===== src/rtl/rep4_pkg.sv =====
`default_nettype none
// ============================================================================
//  Module      : rep4_pkg
//  Description : Shared constants, counter widths and FSM state encoding for
//                the rep4_tx repetition-coded serial transmitter.
//  Revision    : 1.0 - initial release
// ============================================================================
package rep4_pkg;

   function automatic int cnt_w(input int n);
      return (n > 1) ? $clog2(n) : 1;
   endfunction

   localparam int DATA_W     = 8;
   localparam int REP        = 4;
   localparam int FRAME_BITS = DATA_W + 1;
   localparam int COPY_W     = cnt_w(REP);
   localparam int BIT_W      = cnt_w(FRAME_BITS);

   typedef enum logic [0:0] {
      IDLE = 1'b0,
      SEND = 1'b1
   } state_t;

endpackage
`default_nettype wire


===== src/rtl/rep4_ctr.sv =====
`default_nettype none
// ============================================================================
//  Module      : rep4_ctr
//  Description : Copy / frame-bit position counters. Cleared whenever adv is
//                low, so the first cycle after a transfer always reads 0/0.
//  Revision    : 1.0 - initial release
// ============================================================================
module rep4_ctr #(
   parameter int REP        = 4,
   parameter int FRAME_BITS = 9,
   parameter int COPY_W     = 2,
   parameter int BIT_W      = 4
) (
   input  logic              clk,
   input  logic              rst_n,
   input  logic              adv,
   output logic [COPY_W-1:0] next_copy,
   output logic              last_copy,
   output logic              last_bit
);

   logic [COPY_W-1:0] r_copy;
   logic [BIT_W-1:0]  r_bit;

   assign last_copy = (r_copy == COPY_W'(REP - 1));
   assign last_bit  = (r_bit == BIT_W'(FRAME_BITS - 1));
   assign next_copy = last_copy ? '0 : r_copy + COPY_W'(1);

   always_ff @(posedge clk or negedge rst_n) begin
      if (!rst_n) begin
         r_copy <= '0;
         r_bit  <= '0;
      end else if (!adv) begin
         r_copy <= '0;
         r_bit  <= '0;
      end else begin
         r_copy <= next_copy;
         if (last_copy)
            r_bit <= last_bit ? '0 : r_bit + BIT_W'(1);
      end
   end

endmodule
`default_nettype wire


===== src/rtl/rep4_tx.sv =====
`default_nettype none
// ============================================================================
//  Module      : rep4_tx
//  Description : Serialises a payload plus odd parity, LSB first, sending each
//                bit REP times with optional single-copy error injection.
//  Revision    : 1.0 - initial release
// ============================================================================
module rep4_tx #(
   parameter int DATA_W = rep4_pkg::DATA_W,
   parameter int REP    = rep4_pkg::REP
) (
   input  logic              clk,
   input  logic              rst_n,
   input  logic [DATA_W-1:0] din,
   input  logic              din_valid,
   output logic              din_ready,
   input  logic              inj_en,
   input  logic [1:0]        inj_copy,
   output logic              tx_bit,
   output logic              tx_frame,
   output logic              tx_bit_start
);
   import rep4_pkg::*;

   localparam int c_frame_bits = DATA_W + 1;
   localparam int c_copy_w     = cnt_w(REP);
   localparam int c_bit_w      = cnt_w(c_frame_bits);

   state_t                  r_state, w_state_nxt;
   logic [c_frame_bits-1:0] r_shift;
   logic                    r_inj_en;
   logic [1:0]              r_inj_copy;
   logic                    r_tx_bit, r_tx_frame, r_tx_bit_start;
   logic [c_copy_w-1:0]     w_next_copy;
   logic                    w_last_copy, w_last_bit;
   logic                    w_final, w_xfer, w_adv;
   logic                    w_bit_nxt, w_frame_nxt, w_start_nxt;

   rep4_ctr #(
      .REP        (REP),
      .FRAME_BITS (c_frame_bits),
      .COPY_W     (c_copy_w),
      .BIT_W      (c_bit_w)
   ) u_ctr (
      .clk       (clk),
      .rst_n     (rst_n),
      .adv       (w_adv),
      .next_copy (w_next_copy),
      .last_copy (w_last_copy),
      .last_bit  (w_last_bit)
   );

   assign w_final   = (r_state == SEND) && w_last_copy && w_last_bit;
   assign din_ready = (r_state == IDLE) || w_final;
   assign w_xfer    = din_valid && din_ready;
   assign w_adv     = (r_state == SEND) && !w_final;

   always_ff @(posedge clk or negedge rst_n) begin
      if (!rst_n) r_state <= IDLE;
      else        r_state <= w_state_nxt;
   end

   // Outputs are computed one cycle ahead so the line is driven straight from flops.
   always_comb begin
      w_state_nxt = r_state;
      w_bit_nxt   = 1'b0;
      w_frame_nxt = 1'b0;
      w_start_nxt = 1'b0;
      if (w_xfer) begin
         w_state_nxt = SEND;
         w_bit_nxt   = din[0] ^ (inj_en && (inj_copy == 2'd0));
         w_frame_nxt = 1'b1;
         w_start_nxt = 1'b1;
      end else if (w_adv) begin
         w_bit_nxt   = (w_last_copy ? r_shift[1] : r_shift[0])
                       ^ (r_inj_en && (int'(w_next_copy) == int'(r_inj_copy)));
         w_frame_nxt = 1'b1;
         w_start_nxt = w_last_copy;
      end else begin
         w_state_nxt = IDLE;
      end
   end

   always_ff @(posedge clk or negedge rst_n) begin
      if (!rst_n) begin
         r_shift        <= '0;
         r_inj_en       <= 1'b0;
         r_inj_copy     <= 2'd0;
         r_tx_bit       <= 1'b0;
         r_tx_frame     <= 1'b0;
         r_tx_bit_start <= 1'b0;
      end else begin
         r_tx_bit       <= w_bit_nxt;
         r_tx_frame     <= w_frame_nxt;
         r_tx_bit_start <= w_start_nxt;
         if (w_xfer) begin
            r_shift    <= {~^din, din};
            r_inj_en   <= inj_en;
            r_inj_copy <= inj_copy;
         end else if (w_adv) begin
            if (w_last_copy)
               r_shift <= r_shift >> 1;
         end else begin
            r_shift <= '0;
         end
      end
   end

   assign tx_bit       = r_tx_bit;
   assign tx_frame     = r_tx_frame;
   assign tx_bit_start = r_tx_bit_start;

endmodule
`default_nettype wire


===== config.mk =====
export PLATFORM = sky130hd
export DESIGN_NAME = rep4_tx
export DESIGN_NICKNAME = d
export VERILOG_FILES = /design/src/rtl/rep4_pkg.sv /design/src/rtl/rep4_ctr.sv /design/src/rtl/rep4_tx.sv
export SDC_FILE = /design/constraint.sdc
export NUM_CORES = 1
export LEC_CHECK = 0
export ABC_CLOCK_PERIOD_IN_PS = 1500
export BUFFER_PORTS_ARGS = -buffer_cell sky130_fd_sc_hd__buf_2
export CAP_MARGIN = 10
export CORE_MARGIN = 10
export CORE_UTILIZATION = 49
export DETAILED_ROUTE_END_ITERATION = 6
export PLACE_DENSITY = 0.83
export SLEW_MARGIN = 15
export SYNTH_ARGS = -nofsm -noshare
export SYNTH_HDL_FRONTEND = slang
export SYNTH_SLANG_ARGS = --single-unit

===== constraint.sdc =====
create_clock -name clk -period 1.5 [get_ports clk]
set_input_delay 0.075 -clock clk [delete_from_list [all_inputs] [get_ports clk]]
set_output_delay 0.075 -clock clk [all_outputs]
set_load 0.005 [all_outputs]

---- Word-level counts from Yosys, hierarchy flattened ----
Cells that the tools add are included.
Widths: inputs -> output; s select.
cells by class
  shift-type cells ........................ 0
  $add $sub $neg .......................... 2
  multiplexer cells ....................... 17
  reduce and logical (&&, ||, !) cells .... 10
  magnitude comparators ................... 0
  equality and inequality tests ........... 6
  $mul .................................... 0
  divide/modulo/power cells ............... 0
  bitwise logic cells ..................... 3
operators with widths
  operator             count
  $mux 9               3
  $mux 4               3
  $mux 1               9
  $reduce_xnor 8->1    1
  $logic_and 1x1->1    6
  $add 4x1->4 const B  1
  $eq 4x4->1 const B   1
  $mux 2               2
  $ne 2x2->1 const B   2
  $ne 3x3->1 const B   1
  $add 2x1->2 const B  1
  $eq 2x2->1           1
  $eq 2x2->1 const B   1
  $logic_not 2->1      1
  $xor 1x1->1          2
  $logic_not 1->1      1
  $logic_or 1x1->1     1
  $not 1->1            1
storage, ports and cells
  latch bits .............................. 0
  bits in registers ....................... 22
  memories ................................ 0
  logic and storage cells ................. 47
  ROM bits ................................ 0
  memory bits (writable) .................. 0

---- Depth between registers and ports, before layout ----
Gate-level depths: netlist of run 1.
  word-level depth ........................ 7
  gate-level depth with buffers ........... 7
  depth with buffers taken out ............ 6

---- Modules after synthesis ----
A second synthesis of run 1 with hierarchy kept.
unflattened totals
  cells, all modules ...................... 105
  area total of the unflattened synthesis .. 1153.6 sq um
modules (own cells, without submodules)
  module    cells each  seq. area each (sq um)  times used  area each (sq um)
  rep4_tx   73          400.4                   1           834.6
  rep4_ctr  32          150.1                   1           319.1

---- Least setup slack after synthesis of run 1 ----
No wires, ideal clock.
  path type ............................... flip-flop to flip-flop
  start point ............................. register u_ctr.r_bit[0]
  end point ............................... register r_inj_copy[0]
  path slack .............................. -0.014 ns
  arrival ................................. 1.389 ns
  data required time ...................... 1.375 ns
  period minus slack after synthesis ...... 1.514 ns
  cell stages (with the launch flop) ...... 7
  cell sequence ........................... dfrtp_1 > inv_1 > ha_1 > nand3b_4 > o21ai_4 > nand2_4 > mux2_4
between the ends
  word-level cells in the longest chain between the ends .. 4
ends and longest elaborated chain
  element                   line            source
  start: declaration        rep4_ctr.sv:23  logic [BIT_W-1:0] r_bit;
  start signal: assignment  rep4_ctr.sv:39  r_bit <= last_bit ? '0 : r_bit + BIT_W'(1);
  $eq 4x4->1                rep4_ctr.sv:26  assign last_bit = (r_bit == BIT_W'(FRAME_BITS - 1));
  $logic_and 1x1->1         rep4_tx.sv:53   assign w_final = (r_state == SEND) && w_last_copy && w_last_bit;
  $logic_or 1x1->1          rep4_tx.sv:54   assign din_ready = (r_state == IDLE) || w_final;
  via din_ready             rep4_tx.sv:16   output logic din_ready,
  $logic_and 1x1->1         rep4_tx.sv:55   assign w_xfer = din_valid && din_ready;
  end signal: assignment    rep4_tx.sv:99   r_inj_copy <= inj_copy;
  end: declaration          rep4_tx.sv:32   logic [1:0] r_inj_copy;
The timed path passes the listed nets, and every way through them passes these cells.
A chain may end at the register's enable or synchronous reset.

---- Worst setup path after layout of run 1 ----
  start point ............................. register u_ctr.r_bit[1]
  end point ............................... register r_inj_copy[0]
between the ends
  word-level cells in the longest chain between the ends .. 4
ends and longest elaborated chain
  element            line
  $eq 4x4->1         rep4_ctr.sv:26
  $logic_and 1x1->1  rep4_tx.sv:53
  $logic_or 1x1->1   rep4_tx.sv:54
  $logic_and 1x1->1  rep4_tx.sv:55
No other way between the ends.

==> flow_summary.ini, run 1 <==
[run_status]
status = finished with violations
violations = negative setup slack

[logic_synthesis]
synth_ff_type = dfrtp_1
syn_avg_cell_area_sq_um = 10.35
synthCells = 114
ys_seq_area_share_pct = 46.66
syn-num-nets = 131
synth_area_sq_um = 1180
synth_warnings = 0
synth_edf_count = 0
synthDistinctLibCells = 29
yosys_register_bits = 22
async_flop_share_pct = 100.0

[setup_path]
timing.rr.start = u_ctr.r_bit[1]
path_cells = inv_1, ha_2, nand3b_4, o21ai_4, buf_6, nand2_4, mux2_4
ff2ff_path_depth = 7
cp-start-kind = flip-flop
worstSetupPathType = flip-flop to flip-flop
rrSetupSlack_ns = -0.04
critPathMaxStageDelay_ns = 0.40
cp_data_arrival_time_ns = 1.73
startpoint = u_ctr.r_bit[1]
cp-end-kind = flip-flop
crit_slowest_cell = dfrtp_1
cp.required_ns = 1.69
cp_max_fo = 4

[drt]
via_count = 922
drt-pass1-iter-count = 4
ant_nets = 0
wl_per_cell_um = 15.05
routed_wl_mm = 2.588
drc_errors = 0
drt-initial-drc-count = 40
drt-vias-per-instance = 5.360

[clock_tree]
cts_made_buffers = 3
path_clk_slew_ns = 0.13
cts_root_buf = clkbuf_4
h-tree-depth = 1
cts_sinks = 22
clk_latency_ns = 0.31
clockBufferDepth = 2
tritoncts = done

[sta]
max_freq_mhz = 648.2
fin_crit_ns = 1.543
hold_viol_final = 0
holdWs_ns = 0.03049
setup_viol = 4
setup_slack_ns = -0.04262
rsz0062_at_grt = true
drv_slew = 0
worstMarginPinSlew_ns = 0.4914
fin_skew_ns = 0.01889
post-route-period-util_pct = 102.8
slew_headroom_pct = 67.24

[grt]
grt_pass1_vias = 941
grt_pass1_wl_mm = 4.381
grt_util_all_layers_pct = 10.61
grt_max_degree = 23
antenna_found_initial = 0
grt_overflow = 0

[hold_path]
hold_depth = 2
min_path_type = input pin to flip-flop
hold_path.startpoint = inj_copy[1]

[die]
rows = 17
die_x_um = 69.07
dieArea_sq_um = 4771
coreArea_sq_um = 2255
start_util_pct = 52.33
die_y_um = 69.07
io_pins = 18

[power_and_ir_drop]
ir_drop_mv = 1.092
p_leak_nw = 0.6980
p_per_area_nw_per_um2 = 1576

[final_layout]
nets = 162
fillers = 181
diodes = 0
syn2layout_area_growth_pct = 23.44
fin_cells = 172
drive_gt1_share_pct = 30.56

[placed_design]
dp_cells = 162
dpl.hpwl_mm = 1.890
dp_slack_ns = -0.005322
io_buffers = 17
gp_congestion = 0.8554

[run]
drv_cap = 0
-- cells in the final DEF (no fill, tap or decap), drive strengths merged --
master and n:
a21boi 1, a21oi 1, a22oi 8, and2 1
and2b 2, buf 30, bufinv 1, clkbuf 3
dfrtp 22, dlygate4sd3 1, ha 3, inv 5
mux2 3, nand2 22, nand2b 1, nand3 2
nand3b 1, nand4 2, nor2 7, nor3b 2
o21ai 4, o221ai 8, or3 1, xnor2 9
xor2 4
-- sequential cells by signal (all words and copies together), names as in the netlist --
| register | cells |
|---|---|
| r_inj_copy | 2 |
| r_inj_en | 1 |
| r_shift | 9 |
| r_state | 1 |
| tx_bit | 1 |
| tx_bit_start | 1 |
| tx_frame | 1 |
| u_ctr.r_bit | 4 |
| u_ctr.r_copy | 2 |
-- cell type report --
class	instances	area, sq um	share of cell area [%]
inverters	5	23.77	1.632
flip-flops and latches	22	550.5	37.80
repair buffers	31	210.2	14.43
clock buffers	3	22.52	1.546
well taps	28	35.03	2.405
multi-input cells	82	584.3	40.12
clock inverters	1	30.03	2.062
-- stage by stage --
| stage | power, mW | setup TNS, ns | util, % | area [sq um] |
|---|---|---|---|---|
| 2_1_floorplan | 1.533 | -0.04013 | - | 1182 |
| 3_3_place_gp | 1.759 | 0 | 59.21 | 1335 |
| 3_5_place_dp | 1.819 | -0.005322 | 59.21 | 1335 |
| 4_1_cts | 2.280 | -0.2159 | 63.65 | 1435 |
| 5_1_grt | 2.481 | -1.030 | 64.59 | 1456 |
| 6_report | 2.295 | -0.1314 | 64.59 | 1456 |
-- cells in the mapped netlist (all sizes together), types with 3 or more instances --
library cell / instances / share of area (%)
dfrtp: 22 / 47
nand2: 22 / 7.6
xnor2: 9 / 6.7
nor2: 7 / 2.2
o221ai: 8 / 5.9
mux2: 3 / 3.8
a22oi: 8 / 5.1
inv: 5 / 2.0
o21ai: 4 / 2.7
ha: 3 / 3.2
xor2: 4 / 3.0
buf: 3 / 1.7
-- routing by layer --
layer	share of wire [%]	wire length (um)	vias to the layer above	GRT usage (%)
met5	0	0	-	0
met4	1.5	38	0	4.213
met3	2.4	63	4	1.712
met2	54	1402	18	18.25
met1	42	1083	443	12.67
li1	-	-	457	-
-- cells by family after synthesis --
kind of cell,synth area share (%)
simple gates,17.60
compound gates,14.74
flops,46.66
xor+xnor,9.650
buf+inv,4.347
mux,3.817
fa+ha+maj,3.182
-- critical path, delay by kind of cell, from the launching register on --
family / cells / cell delay, ns
compound gates: 1 / 0.16
fa+ha+maj: 1 / 0.19
buf+inv: 2 / 0.20
flops: 1 / 0.40
mux: 1 / 0.31
simple gates: 2 / 0.17
-- power breakdown --
part	internal, mW	switching, mW
combinational	0.495	0.474
sequential	0.779	0.0992
clock	0.270	0.178
total	1.54	0.751
-- what timing repair did --
item | 4_1_cts | 5_1_grt
setup buffers | 3 | 2
endpoints found under the hold margin | 22 | 0
pin swaps | 2 | 1
cloned | 0 | 0
hold buffers | 1 | 0
resized for setup | 4 | 2
endpoints found under the setup margin | 6 | 16
-- worst paths after layout --
path,to
max reg2reg,r_inj_copy[0]
max in group asynchronous,r_state
max,r_inj_copy[0]
min in group asynchronous,u_ctr.r_bit[3]
min reg2reg,r_shift[3]
min,r_inj_copy[1]
No activity file was read; power rests on OpenSTA's default activity.
==> run 2, diff against run 1 <==
--- a/config.mk
+++ b/config.mk
@@ -12,6 +12,7 @@
 export CORE_UTILIZATION = 49
 export DETAILED_ROUTE_END_ITERATION = 6
 export PLACE_DENSITY = 0.83
+export RECOVER_POWER = 50
 export SLEW_MARGIN = 15
 export SYNTH_ARGS = -nofsm -noshare
 export SYNTH_HDL_FRONTEND = slang
==> run 2 against run 1 <==
  * The flow still finishes with violations (negative setup slack)
  * Non-clock buffer count unchanged
  * Power about the same
  * Sequential cell count unchanged
  * Critical path depth unchanged
  * Hold slack about the same
  * Wire length down 0.43%
  * Count of clock-buffer cells in the layout unchanged
  * Maximum frequency up 0.11%
  * Register-to-register slack about the same
  * Utilization down 0.055 points
  * Global-route usage unchanged
  * Clock power about the same
  * Highest routed layer unchanged
==> flow_summary.ini, run 2 (same netlist as run 1, synthesis figures left out) <==
[clock_tree]
cts_root_buf = clkbuf_4
path_clk_slew_ns = 0.13
h-tree-depth = 1
cts_made_buffers = 3
cts_sinks = 22
clk_latency_ns = 0.31
tritoncts = done
clockBufferDepth = 2

[placed_design]
io_buffers = 17
dp_slack_ns = -0.005322
dp_cells = 162
dpl.hpwl_mm = 1.890
gp_congestion = 0.8554
placed_area_sq_um = 1335

[setup_path]
path_cells = inv_1, ha_2, nand3b_4, o21ai_4, buf_6, nand2_4, mux2_4
critPathMaxStageDelay_ns = 0.40
cp_num_cells = 7
cp_num_buf_inv = 2
cp.required_ns = 1.69
startpoint = u_ctr.r_bit[1]
cp-end-kind = flip-flop
cp_max_fo = 4
crit_slowest_cell = dfrtp_1
crit_family = flip-flops
ff2ff_path_depth = 7
cp_data_arrival_time_ns = 1.73
worst_r2r_endpoint = r_inj_copy[0]
cp-start-kind = flip-flop
timing.rr.start = u_ctr.r_bit[1]
worstSetupPathType = flip-flop to flip-flop
rrSetupSlack_ns = -0.04
cp-endpoint = r_inj_copy[0]

[power_and_ir_drop]
ir_drop_mv = 1.093
p_leak_nw = 0.6952
p_per_area_nw_per_um2 = 1576

[sta]
tns_ns = -0.1249
drv_slew = 0
worstMarginPinSlew_ns = 1.178
fin_skew_ns = 0.01814
slew_headroom_pct = 21.48
hold_viol_final = 0
fin_crit_ns = 1.541
setup_slack_ns = -0.04090
rsz0062_at_grt = true
max_freq_mhz = 649.0
setup_viol = 4
post-route-period-util_pct = 102.7

[run_status]
status = finished with violations
violations = negative setup slack

[final_layout]
top_regs = r_shift x9, u_ctr.r_bit x4
top_register = r_shift
most-common-layout-cells = dfrtp_1 (22), nand2_1 (21), buf_2 (15), buf_4 (10), xnor2_1 (9)
mostFrequentLayoutCell = dfrtp_1
final_area_sq_um = 1455
nets = 162
diodes = 0
largest_reg_flops = 9
syn2layout_area_growth_pct = 23.33
utilization_pct = 64.54
fin_cells = 172
drive_gt1_share_pct = 29.86

[die]
dieArea_sq_um = 4771
start_util_pct = 52.33
io_pins = 18
rows = 17
die_x_um = 69.07
die_y_um = 69.07
coreArea_sq_um = 2255

[drt]
via_count = 924
drc_errors = 0
ant_nets = 0
drt-initial-drc-count = 57
wl_per_cell_um = 14.98
routed_wl_mm = 2.577
drt-vias-per-instance = 5.372
drt-pass1-iter-count = 4

[grt]
grt_pass1_wl_mm = 4.381
grt_pass1_vias = 941
grt_util_all_layers_pct = 10.61
antenna_found_initial = 0
grt_max_degree = 23
grt_overflow = 0

[hold_path]
min_path_type = input pin to flip-flop

[run]
drv_cap = 0
## run 2: cell types whose count changed in the layout (fill, tap and decap cells not counted), sizes merged
cell / before / now
clkbuf: 3 / 4
buf: 30 / 29
## run 2: per-layer routing
layer  GRT usage (%)  routed length [um]  vias to the layer above
met2           18.25                1416                       11
met3           1.712                  47                        4
met4           4.213                  38                        0
met1           12.67                1074                      452
li1                -                   -                      457
met5               0                   0                        -
## run 2: what timing repair did
| item | 4_1_cts | 5_1_grt |
|---|---|---|
| resized for setup | 4 | 2 |
| setup buffers | 3 | 2 |
| cloned | 0 | 0 |
| pin swaps | 2 | 1 |
| hold buffers | 1 | 0 |
| setup endpoints to repair | 6 | 16 |
| endpoints found under the hold margin | 22 | 0 |
## run 2: worst min path at each step
stage / startpoint / to / slack, ns / depth (start not counted)
after detailed placement: rst_n / tx_bit / 0.07 / 1
final: inj_copy[1] / r_inj_copy[1] / 0.03 / 2
after CTS: inj_copy[1] / r_inj_copy[1] / 0.03 / 2
after global placement: rst_n / r_inj_copy[1] / 0.06 / 1
after floorplan: rst_n / r_inj_copy[0] / -0.22 / 0
after global routing: inj_copy[1] / r_inj_copy[1] / 0.009 / 2
## run 2: cell type report
class	count	area [sq um]
repair buffers	31	209.0
well taps	28	35.03
clock buffers	3	22.52
fillers	182	799.5
clock inverters	1	30.03
inverters	5	23.77
multi-input cells	82	584.3
flip-flops and latches	22	550.5
## run 2: stage by stage
step                      hold WS [ns]  power (mW)
after floorplan                -0.2206       1.533
after global placement         0.06035       1.759
after detailed placement       0.06828       1.819
after CTS                      0.02509       2.280
after global routing          0.008803       2.480
final                          0.03092       2.293
## run 2: where the power goes
group,internal (mW),total (mW),switching [mW],leakage [nW]
Combinational,0.495,0.968,0.473,0.391
Sequential,0.779,0.878,0.0988,0.277
Clock,0.270,0.447,0.177,0.0279
Total,1.54,2.29,0.750,0.695
